<file path="config.mk">
export PLATFORM = sky130hd
export DESIGN_NAME = relu1_stage
export DESIGN_NICKNAME = d
export VERILOG_FILES = /design/src/rtl/nn_params_pkg.sv /design/src/rtl/relu_cell.sv /design/src/rtl/relu1_stage.sv
export SDC_FILE = /design/constraint.sdc
export NUM_CORES = 1
export LEC_CHECK = 0
export CAP_MARGIN = 20
export CORE_MARGIN = 5
export CORE_UTILIZATION = 42
export CTS_BUF_LIST = sky130_fd_sc_hd__clkbuf_4 sky130_fd_sc_hd__clkbuf_8
export CTS_CLUSTER_DIAMETER = 150
export DETAILED_ROUTE_END_ITERATION = 8
export PLACE_DENSITY_LB_ADDON = 0.12
export REMOVE_ABC_BUFFERS = 1
export SLEW_MARGIN = 5
export SYNTH_ARGS = -nofsm -noshare
export SYNTH_HDL_FRONTEND = slang
export SYNTH_SLANG_ARGS = --single-unit
</file>
<file path="constraint.sdc">
create_clock -name clk -period 2.5 [get_ports clk]
set_input_delay 0.5 -clock clk [delete_from_list [all_inputs] [get_ports clk]]
set_output_delay 0.5 -clock clk [all_outputs]
set_load 0.01 [all_outputs]
</file>
<file path="src/rtl/nn_params_pkg.sv">
// Shared layer parameters and stage state encodings for the NN datapath.
// Every layer memory and stage imports this package.
package nn_params_pkg;

  localparam int NN_N_ELEM  = 64;
  localparam int NN_DATA_W  = 32;
  localparam int NN_ADDR_W  = 16;
  localparam int NN_COUNT_W = 7;

  typedef enum logic [1:0] {
    ST_IDLE  = 2'b00,
    ST_RUN   = 2'b01,
    ST_FLUSH = 2'b10,
    ST_DONE  = 2'b11
  } stage_state_e;

endpackage

</file>
<file path="src/rtl/relu_cell.sv">
// Combinational ReLU on a signed two's-complement word.
// Kept standalone so later layers can reuse it.
module relu_cell
  import nn_params_pkg::*;
#(
  parameter int DATA_W = NN_DATA_W
) (
  input  logic [DATA_W-1:0] x,
  output logic [DATA_W-1:0] y
);

  logic pos_s;

  assign pos_s = ~x[DATA_W-1] & (|x);

  // Pass strictly positive values, clamp zero and negatives to zero
  always_comb begin
    if (pos_s) begin
      y = x;
    end else begin
      y = {DATA_W{1'b0}};
    end
  end

endmodule

</file>
<file path="src/rtl/relu1_stage.sv">
// Layer-1 activation stage: streams N_ELEM words from the layer-1 result memory
// through relu_cell into the activation memory at one element per cycle.
module relu1_stage
  import nn_params_pkg::*;
#(
  parameter int N_ELEM = NN_N_ELEM,
  parameter int DATA_W = NN_DATA_W,
  parameter int ADDR_W = NN_ADDR_W
) (
  input  logic                  clk,
  input  logic                  reset,
  input  logic                  start,
  output logic                  busy,
  output logic                  done,
  output logic [ADDR_W-1:0]     mm1_read_addr,
  input  logic [DATA_W-1:0]     mm1_data,
  output logic [ADDR_W-1:0]     relu_write_addr,
  output logic [DATA_W-1:0]     relu_data,
  output logic                  relu_write_enable,
  output logic [NN_COUNT_W-1:0] active_count
);

  localparam int                IDX_W    = $clog2(N_ELEM);
  localparam logic [IDX_W-1:0]  LAST_IDX = IDX_W'(N_ELEM - 1);

  stage_state_e          state_r;
  logic [IDX_W-1:0]      rd_idx_r;
  logic [IDX_W-1:0]      next_idx_s;
  logic                  last_s;
  logic [DATA_W-1:0]     relu_y_s;
  logic                  pos_s;
  logic                  busy_r;
  logic                  done_r;
  logic [ADDR_W-1:0]     rd_addr_r;
  logic [ADDR_W-1:0]     waddr_r;
  logic [DATA_W-1:0]     wdata_r;
  logic                  valid_r;
  logic [NN_COUNT_W-1:0] run_count_r;
  logic [NN_COUNT_W-1:0] active_count_r;

  relu_cell #(.DATA_W(DATA_W)) u_relu_cell (
    .x (mm1_data),
    .y (relu_y_s)
  );

  assign next_idx_s = rd_idx_r + IDX_W'(1);
  assign last_s     = (rd_idx_r == LAST_IDX);
  // A nonzero ReLU result is exactly the strictly-positive case
  assign pos_s      = |relu_y_s;

  assign busy              = busy_r;
  assign done              = done_r;
  assign mm1_read_addr     = rd_addr_r;
  assign relu_write_addr   = waddr_r;
  assign relu_data         = wdata_r;
  assign relu_write_enable = valid_r;
  assign active_count      = active_count_r;

  // Sequencer, stage register and counters; every output comes straight from a flop
  always_ff @(posedge clk) begin
    if (reset) begin
      state_r        <= ST_IDLE;
      rd_idx_r       <= {IDX_W{1'b0}};
      busy_r         <= 1'b0;
      done_r         <= 1'b0;
      rd_addr_r      <= {ADDR_W{1'b0}};
      waddr_r        <= {ADDR_W{1'b0}};
      wdata_r        <= {DATA_W{1'b0}};
      valid_r        <= 1'b0;
      run_count_r    <= {NN_COUNT_W{1'b0}};
      active_count_r <= {NN_COUNT_W{1'b0}};
    end else begin
      case (state_r)
        ST_IDLE: begin
          valid_r   <= 1'b0;
          done_r    <= 1'b0;
          rd_addr_r <= {ADDR_W{1'b0}};
          if (start) begin
            state_r     <= ST_RUN;
            busy_r      <= 1'b1;
            rd_idx_r    <= {IDX_W{1'b0}};
            run_count_r <= {NN_COUNT_W{1'b0}};
          end else begin
            state_r <= ST_IDLE;
            busy_r  <= 1'b0;
          end
        end
        ST_RUN: begin
          waddr_r <= ADDR_W'(rd_idx_r);
          wdata_r <= relu_y_s;
          valid_r <= 1'b1;
          if (pos_s) begin
            run_count_r <= run_count_r + NN_COUNT_W'(1);
          end else begin
            run_count_r <= run_count_r;
          end
          // The read address runs one index ahead so it is valid the cycle it is used
          if (last_s) begin
            state_r   <= ST_FLUSH;
            rd_idx_r  <= {IDX_W{1'b0}};
            rd_addr_r <= {ADDR_W{1'b0}};
          end else begin
            state_r   <= ST_RUN;
            rd_idx_r  <= next_idx_s;
            rd_addr_r <= ADDR_W'(next_idx_s);
          end
        end
        ST_FLUSH: begin
          valid_r        <= 1'b0;
          done_r         <= 1'b1;
          active_count_r <= run_count_r;
          state_r        <= ST_DONE;
        end
        ST_DONE: begin
          done_r  <= 1'b0;
          busy_r  <= 1'b0;
          state_r <= ST_IDLE;
        end
        default: begin
          state_r   <= ST_IDLE;
          busy_r    <= 1'b0;
          done_r    <= 1'b0;
          valid_r   <= 1'b0;
          rd_addr_r <= {ADDR_W{1'b0}};
        end
      endcase
    end
  end

endmodule

</file>
==> metrics.txt <==
Layout Area Growth over Synthesis 39.0%; Post-synth EDFFs 0; Synth Cell Area 0.00287 mm²; WL/cell 14.5 µm; Num CTS Buffers 9; IO Port Bufs 88; RSZ-0062 raised after global routing no; Slew @ Worst Pin 0.519 ns; crit path time final 2.20 ns; most frequent cells in the layout 88 x clkdlybuf4s50_1, 69 x dfxtp_1, 31 x a22o_1, 28 x nor2_1, 20 x conb_1; Distinct cells, synth 43; leading area contributor after synthesis dfxtp_1; Post-DP Area 0.00378 mm²; grt met1 use 21.2%; Final Wtd Congestion 0.786; final worst slack 0.300 ns; Setup WS pre-CTS 0.0360 ns; worst hold path class register to register; grt ovf 0; hpwl dp 4950 µm; Rows 30; # hold bufs at CTS 0; Main synth FF type dfxtp_1; kind of end point of the critical path register; postcts setup bufs 0; TritonCTS Sinks 69; Worst path max stage delay 0.45 ns; Static Leak 0.00149 µW; vias in the first global route 2383; Clock Tree Root clkbuf_8; Post-Syn Area per Cell 9.80 µm²; ys async rst share 0%; CORE AREA 0.00672 mm²; Via-to-Cell Ratio 5.13; Seq cells post-synth 69; share of the synthesized area in the top cell type 48.1%; GRT Max-Usage Layer met2; Filler cells 604; IO Pins 109; total track usage 16.2%; DRT Pass-1 Iters 4; die height 92.7 µm; Total Wirelength 6790 µm; die area 0.00859 mm²; status finished, final reports clean; DRT antenna net count 0; die width 92.7 µm; reg-to-reg setup timing slack 0.30 ns; total number of vias 2396; Design Area, Final 0.00399 mm²; Final Hold Vio Count 0; Final Max Slew Viols 0; share of cells above drive strength 1 7.24%; crit path max fanout 7; clk_skew 0.00508 ns; clk buf depth 2; Clock Pin Slew Worst Setup and Hold Paths 0.07 ns; setup violators final 0; CTS tree yes; leading cell type in the layout, fill and taps excluded clkdlybuf4s50_1; ranking of synthesized cells by area dfxtp_1 48%, a22o_1 9.5%, buf_4 5.5%, mux2i_1 5.2%, nor2_1 3.8%; met2 Usage GRT 23.5%; first-pass GRT wire length 11200 µm; final setup TNS 0 ns; htree depth 3; Cell Chain, Critical Path inv_1 -> ha_1 -> mux2_4 -> nand2_1 -> or2_0 -> or4_1 -> a31oi_1; antenna violations before repair 0; sequential area share after synthesis 48.1%; Peak Freq 455 MHz; VDD IR max 284 µV; max-cap violations 0; final worst path period share 88.0%; pin count of the biggest net entering global routing 38; pwr dens 589 mW/mm²; CP Class register to register; detailed-route DRC error count 0; Antenna diodes 0; post-cts resize count 0; Nets 425; Syn Inst Count 293; CP required 2.76 ns; Slew HR 65.4%; met3 GRT Util 6.50%; clk_lat worst skew 0.34 ns; YS warnings 0; Slowest-stage cell, CP dfxtp_1; crit start category register; Worst Path Arrival 2.46 ns; DRT iter0 DRCs 76; initial core utilization 42.7%
## logic make-up after synthesis
| group | share of synthesized area [%] |
|---|---|
| compound gates | 17.4 |
| xor+xnor | 0.916 |
| fa+ha+maj | 3.49 |
| buf+inv | 8.59 |
| flops | 48.1 |
| mux | 6.15 |
| other cells | 0.131 |
| simple gates | 15.2 |
## registers in the layout, indices dropped and copies added (netlist names), named ones only
name / cells
relu_data: 32
active_count: 7
run_count_r: 7
mm1_read_addr: 6
rd_idx_r: 6
relu_write_addr: 6
busy: 1
done: 1
relu_write_enable: 1
state_r: 1
## critical path: cells and delay by family (launching register included)
family	cells	cell delay (ns)
simple gates	3	0.77
flops	1	0.45
fa+ha+maj	1	0.32
mux	1	0.29
compound gates	1	0.18
buf+inv	1	0.12
## metal layers
layer	routed length, µm	share of wire (%)	up-vias
li1	-	-	1201
met1	3200	47	1102
met2	2910	43	83
met3	589	8.7	10
met4	86	1.3	0
met5	0	0	-
## cells in the mapped netlist (3+ instances only)
library cell  instances
ha_1                  8
buf_2                 5
nand4_1               3
mux2i_1              15
clkbuf_1             10
nor4_1                8
and2_1                3
a22oi_1               4
nor3_1                6
nand3_1               5
o311ai_0              5
inv_1                 5
nand2_1              16
or4_1                 4
a22o_1               31
nor2_1               29
a21oi_1              12
dfxtp_1              69
a31oi_1               4
buf_4                21
## power breakdown
part	total (µW)	switching (µW)	internal, µW
logic	280	136	145
registers	1150	19.3	1130
clock network	923	409	515
total	2350	564	1790
## final timing paths
path / end / cells after the start / startpoint
worst max-delay path: run_count_r[5]$_SDFFE_PP0P_ / 7 / state_r[0]$_SDFF_PP0_
worst min register to register: mm1_read_addr[5]$_SDFFE_PP0P_ / 2 / mm1_read_addr[5]$_SDFFE_PP0P_
worst min-delay path: mm1_read_addr[5]$_SDFFE_PP0P_ / 2 / mm1_read_addr[5]$_SDFFE_PP0P_
worst max register to register: run_count_r[5]$_SDFFE_PP0P_ / 7 / state_r[0]$_SDFF_PP0_
## through the flow
| step | instances | power (µW) | hold WS, ns | util, % |
|---|---|---|---|---|
| floorplan | 274 | 1280 | 0.446 | - |
| global placement | 450 | 1450 | 0.446 | 56.0 |
| detailed placement | 451 | 1450 | 0.450 | 56.2 |
| CTS | 467 | 2380 | 0.468 | 59.4 |
| global route | 467 | 2470 | 0.495 | 59.4 |
| finish | 467 | 2350 | 0.469 | 59.4 |
## cell type report
| class | instances | area, µm² | area share (%) |
|---|---|---|---|
| Clock inverter | 5 | 58.8 | 1.47 |
| Clock buffer | 11 | 151 | 3.80 |
| Timing Repair Buffer | 97 | 956 | 24.0 |
| Multi-Input combinational cell | 200 | 1320 | 33.2 |
| Inverter | 5 | 18.8 | 0.471 |
| Tap cell | 80 | 100 | 2.51 |
| Sequential cell | 69 | 1380 | 34.6 |
Note: power is estimated with default switching activity, not from simulation.
